<file path="src/rtl/id_exe_pipe_reg.sv">
// ID->EXE pipeline register with a valid/ready handshake, a one-entry skid buffer
// behind the output register, a flush that squashes the stage and a bubble counter.
module id_exe_pipe_reg #(
  parameter int unsigned DSIZE = 32,
  parameter int unsigned ASIZE = 5,
  parameter int unsigned OPW   = 6,
  parameter int unsigned SRCW  = 2,
  parameter int unsigned IMMW  = 32,
  parameter int unsigned CNTW  = 16
) (
  input  logic             clk,
  input  logic             rst,
  input  logic             flush,
  input  logic             in_valid,
  output logic             in_ready,
  input  logic [DSIZE-1:0] rdata1_in,
  input  logic [DSIZE-1:0] rdata2_in,
  input  logic [OPW-1:0]   op_in,
  input  logic [SRCW-1:0]  src_in,
  input  logic [IMMW-1:0]  signext_in,
  input  logic [ASIZE-1:0] waddr_in,
  input  logic             wen_in,
  output logic             out_valid,
  input  logic             out_ready,
  output logic [DSIZE-1:0] a_out,
  output logic [DSIZE-1:0] b_out,
  output logic [OPW-1:0]   op_out,
  output logic [SRCW-1:0]  src_out,
  output logic [IMMW-1:0]  signext_out,
  output logic [ASIZE-1:0] waddr_out,
  output logic             wen_out,
  output logic [CNTW-1:0]  bubble_cnt
);

  localparam int unsigned PW = 2 * DSIZE + OPW + SRCW + IMMW + ASIZE + 1;

  typedef enum logic [1:0] {StEmpty, StBusy, StFull} state_e;

  state_e          state_q, state_d;
  logic [PW-1:0]   main_q, main_d;
  logic [PW-1:0]   skid_q, skid_d;
  logic            in_ready_q, in_ready_d;
  logic [CNTW-1:0] bubble_q, bubble_d;
  logic [PW-1:0]   in_pl;
  logic            main_wen;
  logic            acc, pop;

  assign in_pl = {rdata1_in, rdata2_in, op_in, src_in, signext_in, waddr_in, wen_in};
  assign {a_out, b_out, op_out, src_out, signext_out, waddr_out, main_wen} = main_q;

  assign out_valid  = (state_q != StEmpty);
  assign in_ready   = in_ready_q;
  assign wen_out    = main_wen & out_valid;
  assign bubble_cnt = bubble_q;

  assign acc = in_valid & in_ready_q;
  assign pop = out_valid & out_ready;

  always_comb begin
    state_d = state_q;
    main_d  = main_q;
    skid_d  = skid_q;
    unique case (state_q)
      StEmpty: begin
        if (acc) begin
          state_d = StBusy;
          main_d  = in_pl;
        end
      end
      StBusy: begin
        if (acc && pop) begin
          main_d = in_pl;
        end else if (acc) begin
          state_d = StFull;
          skid_d  = in_pl;
        end else if (pop) begin
          state_d = StEmpty;
        end
      end
      StFull: begin
        if (pop) begin
          state_d = StBusy;
          main_d  = skid_q;
        end
      end
      default: state_d = StEmpty;
    endcase
    // Squash: payload registers keep their old contents so outputs hold while invalid.
    if (flush) begin
      state_d = StEmpty;
      main_d  = main_q;
      skid_d  = skid_q;
    end
    in_ready_d = (state_d != StFull);
  end

  always_comb begin
    bubble_d = bubble_q;
    if (out_ready && !out_valid && (bubble_q != {CNTW{1'b1}})) begin
      bubble_d = bubble_q + 1'b1;
    end
  end

  always_ff @(posedge clk or posedge rst) begin
    if (rst) begin
      state_q    <= StEmpty;
      main_q     <= '0;
      skid_q     <= '0;
      in_ready_q <= 1'b1;
      bubble_q   <= '0;
    end else begin
      state_q    <= state_d;
      main_q     <= main_d;
      skid_q     <= skid_d;
      in_ready_q <= in_ready_d;
      bubble_q   <= bubble_d;
    end
  end

endmodule

</file>
<file path="config.mk">
export PLATFORM = sky130hd
export DESIGN_NAME = id_exe_pipe_reg
export DESIGN_NICKNAME = d
export VERILOG_FILES = /design/src/rtl/id_exe_pipe_reg.sv
export SDC_FILE = /design/constraint.sdc
export NUM_CORES = 1
export LEC_CHECK = 0
export CAP_MARGIN = 5
export CORE_AREA = 2 2 194 139
export DETAILED_ROUTE_END_ITERATION = 6
export DIE_AREA = 0 0 196 141
export PLACE_DENSITY = 0.72
export SYNTH_ARGS = -nofsm -noshare
export SYNTH_HDL_FRONTEND = slang
export SYNTH_SLANG_ARGS = --single-unit
export TNS_END_PERCENT = 30
</file>
<file path="constraint.sdc">
create_clock -name clk -period 11.5 [get_ports clk]
set_clock_uncertainty 0.2 [all_clocks]
set_input_delay 1.15 -clock clk [delete_from_list [all_inputs] [get_ports clk]]
set_output_delay 1.15 -clock clk [all_outputs]
set_load 0.05 [all_outputs]
</file>
==> metrics.md <==
| Metric | Value |
|---|---|
| Status | `finished, final reports clean` |
| Synthesized flop and latch total | `239` |
| Vias in the first global route | `7498` |
| GRT overflow | `0` |
| I/O Buffers | `242` |
| GPL Wtd Cong | `0.8224` |
| Num Clock Sinks | `239` |
| Drt drc | `0` |
| CP max-delay cell | `clkdlybuf4s50_1` |
| Ports | `243` |
| Syn nets | `1143` |
| Slew HR | `26.42%` |
| Finished Layout Cells | `1503` |
| Mapped Area | `11410 µm²` |
| Rows | `50` |
| Worst-Margin Slew | `1.104 ns` |
| Post-CTS Setup Inserts | `0` |
| Required @ worst endpoint | `10.15 ns` |
| Root buf cell | `clkbuf_16` |
| Drt total wl | `24750 µm` |
| Share of cells above drive strength 1 | `24.48%` |
| Achievable clock frequency | `0.2763 GHz` |
| First-pass DRT Iterations | `4` |
| Max VDD drop | `0.0001333 V` |
| Main synth FF type | `dfrtp_1` |
| Hold Fails Final Rpt | `0` |
| Post_cts resized | `0` |
| CP Capture Type | `output pin` |
| Worst min path class | `reg2reg` |
| Pwr per Cell Area | `205.6 nW/µm²` |
| Cells along the critical path | `or2_2 > and2_1 > clkdlybuf4s50_1` |
| Period utilization | `31.47%` |
| Filler cells | `2230` |
| Worst Path Max Fanout | `10` |
| Final setup fails | `0` |
| Clock-pin slew on the worst setup and hold paths | `0.07 ns` |
| Detailed placement HPWL | `15490 µm` |
| Core Region | `26030 µm²` |
| Register area share after synthesis | `52.42%` |
| Starting DRT DRC Count | `322` |
| Cell variety after synth | `41` |
| Hold_buf cts | `0` |
| Die Area | `27640 µm²` |
| TritonCTS clock tree | `done` |
| GRT Util Overall | `17.89%` |
| YS warnings | `0` |
| Count of pins over their slew limit | `0` |
| CTS Buf Count | `25` |
| Nets | `1262` |
| Worst-skew pair later-pin latency | `0.53 ns` |
| Longest Clk Path Bufs | `3` |
| Cells after DPL | `1457` |
| Synth-to-layout area growth | `23.14%` |
| CP startpoint kind | `flop` |
| Number of synthesized flops with an enable pin | `0` |
| Register area | `5982 µm²` |
| Worst EP arrival | `2.27 ns` |
| Min Tclk post-route | `3.619 ns` |
| Leakage | `6.504 nW` |
| Die H | `141 µm` |
| H-tree depth | `1` |
| DR vias | `7362` |
| Initial antenna violation count | `1` |
| Synth Instances | `1027` |
| Unrepaired setup endpoints after global routing | `false` |
| Area of the multi-input gates | `4327 µm²` |
| Syn Area/Cell | `11.11 µm²` |
| Largest net degree at the start of global routing | `125` |
| Initial Utilization | `43.85%` |
| Final Power | `2.889 mW` |
| Global-route wire length before repair | `39940 µm` |
| Worst setup path class | `reg2out` |
| Vias/cell | `4.898` |
| Fin Setup TNS | `0 ns` |
| Critical Path Max Stage Delay | `0.69 ns` |
| WL/cell | `16.46 µm` |
| Share of flip-flops with an asynchronous set or reset | `100.0%` |
| Chip width | `196 µm` |
| Maxcap violations | `0` |
| Post-DRT Antenna Nets | `0` |
[layout make-up]
type / count / share of cell area [%]
well taps: 338 / 3.010
repair buffers: 250 / 17.67
diodes: 1 / 0.01781
multi-input cells: 626 / 30.79
inverters: 4 / 0.1603
clock buffers: 35 / 5.004
flip-flops and latches: 239 / 42.57
clock inverters: 10 / 0.7747
[state kept, by name, indices dropped and copies added, names as in the netlist]
register / cells
main_q: 110
in_ready: 1
bubble_cnt: 16
state_q: 2
skid_q: 110
[cell usage after synthesis, types with 2 or more instances]
library cell | n | share of area [%]
and3_1 | 2 | 0.11
nand3_2 | 2 | 0.18
nor4_1 | 4 | 0.22
mux2_2 | 210 | 21
buf_2 | 26 | 1.1
buf_4 | 109 | 7.2
nand4_1 | 4 | 0.22
xor2_1 | 12 | 0.92
nor3_1 | 5 | 0.22
nand3_1 | 4 | 0.18
buf_6 | 11 | 1.1
mux2_4 | 10 | 1.3
dfrtp_1 | 238 | 52
nor2_1 | 4 | 0.13
clkbuf_1 | 12 | 0.39
a21oi_1 | 7 | 0.31
nand2_1 | 339 | 11
or2_2 | 2 | 0.11
inv_1 | 4 | 0.13
[power breakdown]
part | total [mW] | internal [mW] | leakage (nW) | switching, mW
registers | 1.18 | 1.06 | 2.89 | 0.123
clock network | 0.799 | 0.471 | 0.397 | 0.327
logic | 0.910 | 0.383 | 3.22 | 0.528
[layer usage]
metal | wire length (µm) | global-route usage (%) | vias up
met2 | 10950 | 28.41 | 184
met4 | 557 | 4.306 | 0
met1 | 11500 | 24.23 | 3645
met5 | 0 | 0 | -
li1 | - | - | 3495
met3 | 1734 | 5.287 | 38
[worst max-delay path, delay by kind of cell (launching register included)]
kind	cells	cell delay, ns
simple gates	2	0.53
flops	1	0.53
buf+inv	1	0.69
[path summary, 6_finish.rpt]
check,slack [ns],endpoint,from,cells after the start
min reg2reg,0.30,main_q[91],main_q[91],1
min,0.30,main_q[91],main_q[91],1
max,7.88,wen_out,state_q[1],3
max reg2reg,8.55,skid_q[29],state_q[1],4
min in group asynchronous,0.99,main_q[85],rst,2
max in group asynchronous,8.09,main_q[107],rst,4
[cells by family after synthesis]
family / Yosys count / share of synthesized area [%]
flip-flops: 239 / 52.42
buffers and inverters: 162 / 9.923
adder cells (fa/ha/maj): 1 / 0.1096
XOR/XNOR: 13 / 0.9978
multiplexers: 222 / 22.23
AO/OA/AOI/OAI: 13 / 0.8005
AND/OR/NAND/NOR: 377 / 13.52
[metrics by stage]
stage / setup WS (ns) / cell area (µm²) / utilization (%) / hold slack, ns
6_report: 7.881 / 14050 / 53.99 / 0.3012
5_1_grt: 7.612 / 14050 / 53.98 / 0.3134
4_1_cts: 7.850 / 14050 / 53.98 / 0.3062
3_5_place_dp: 7.338 / 13240 / 50.86 / 0.2923
3_3_place_gp: 7.343 / 13240 / 50.86 / 0.2862
2_1_floorplan: 3.592 / 11410 / - / 0.2655
[layout by cell type, fill, tap and decap left out, drive strengths merged, types with 6 or more instances in the layout]
| cell | Yosys | final |
|---|---|---|
| a21oi | 7 | 7 |
| buf | 146 | 8 |
| clkbuf | 12 | 35 |
| clkdlybuf4s50 | 0 | 242 |
| dfrtp | 238 | 238 |
| mux2 | 221 | 221 |
| nand2 | 340 | 340 |
| nand3 | 6 | 6 |
| nor4 | 6 | 6 |
| xor2 | 12 | 12 |
Power figures use the tool's default switching activity.
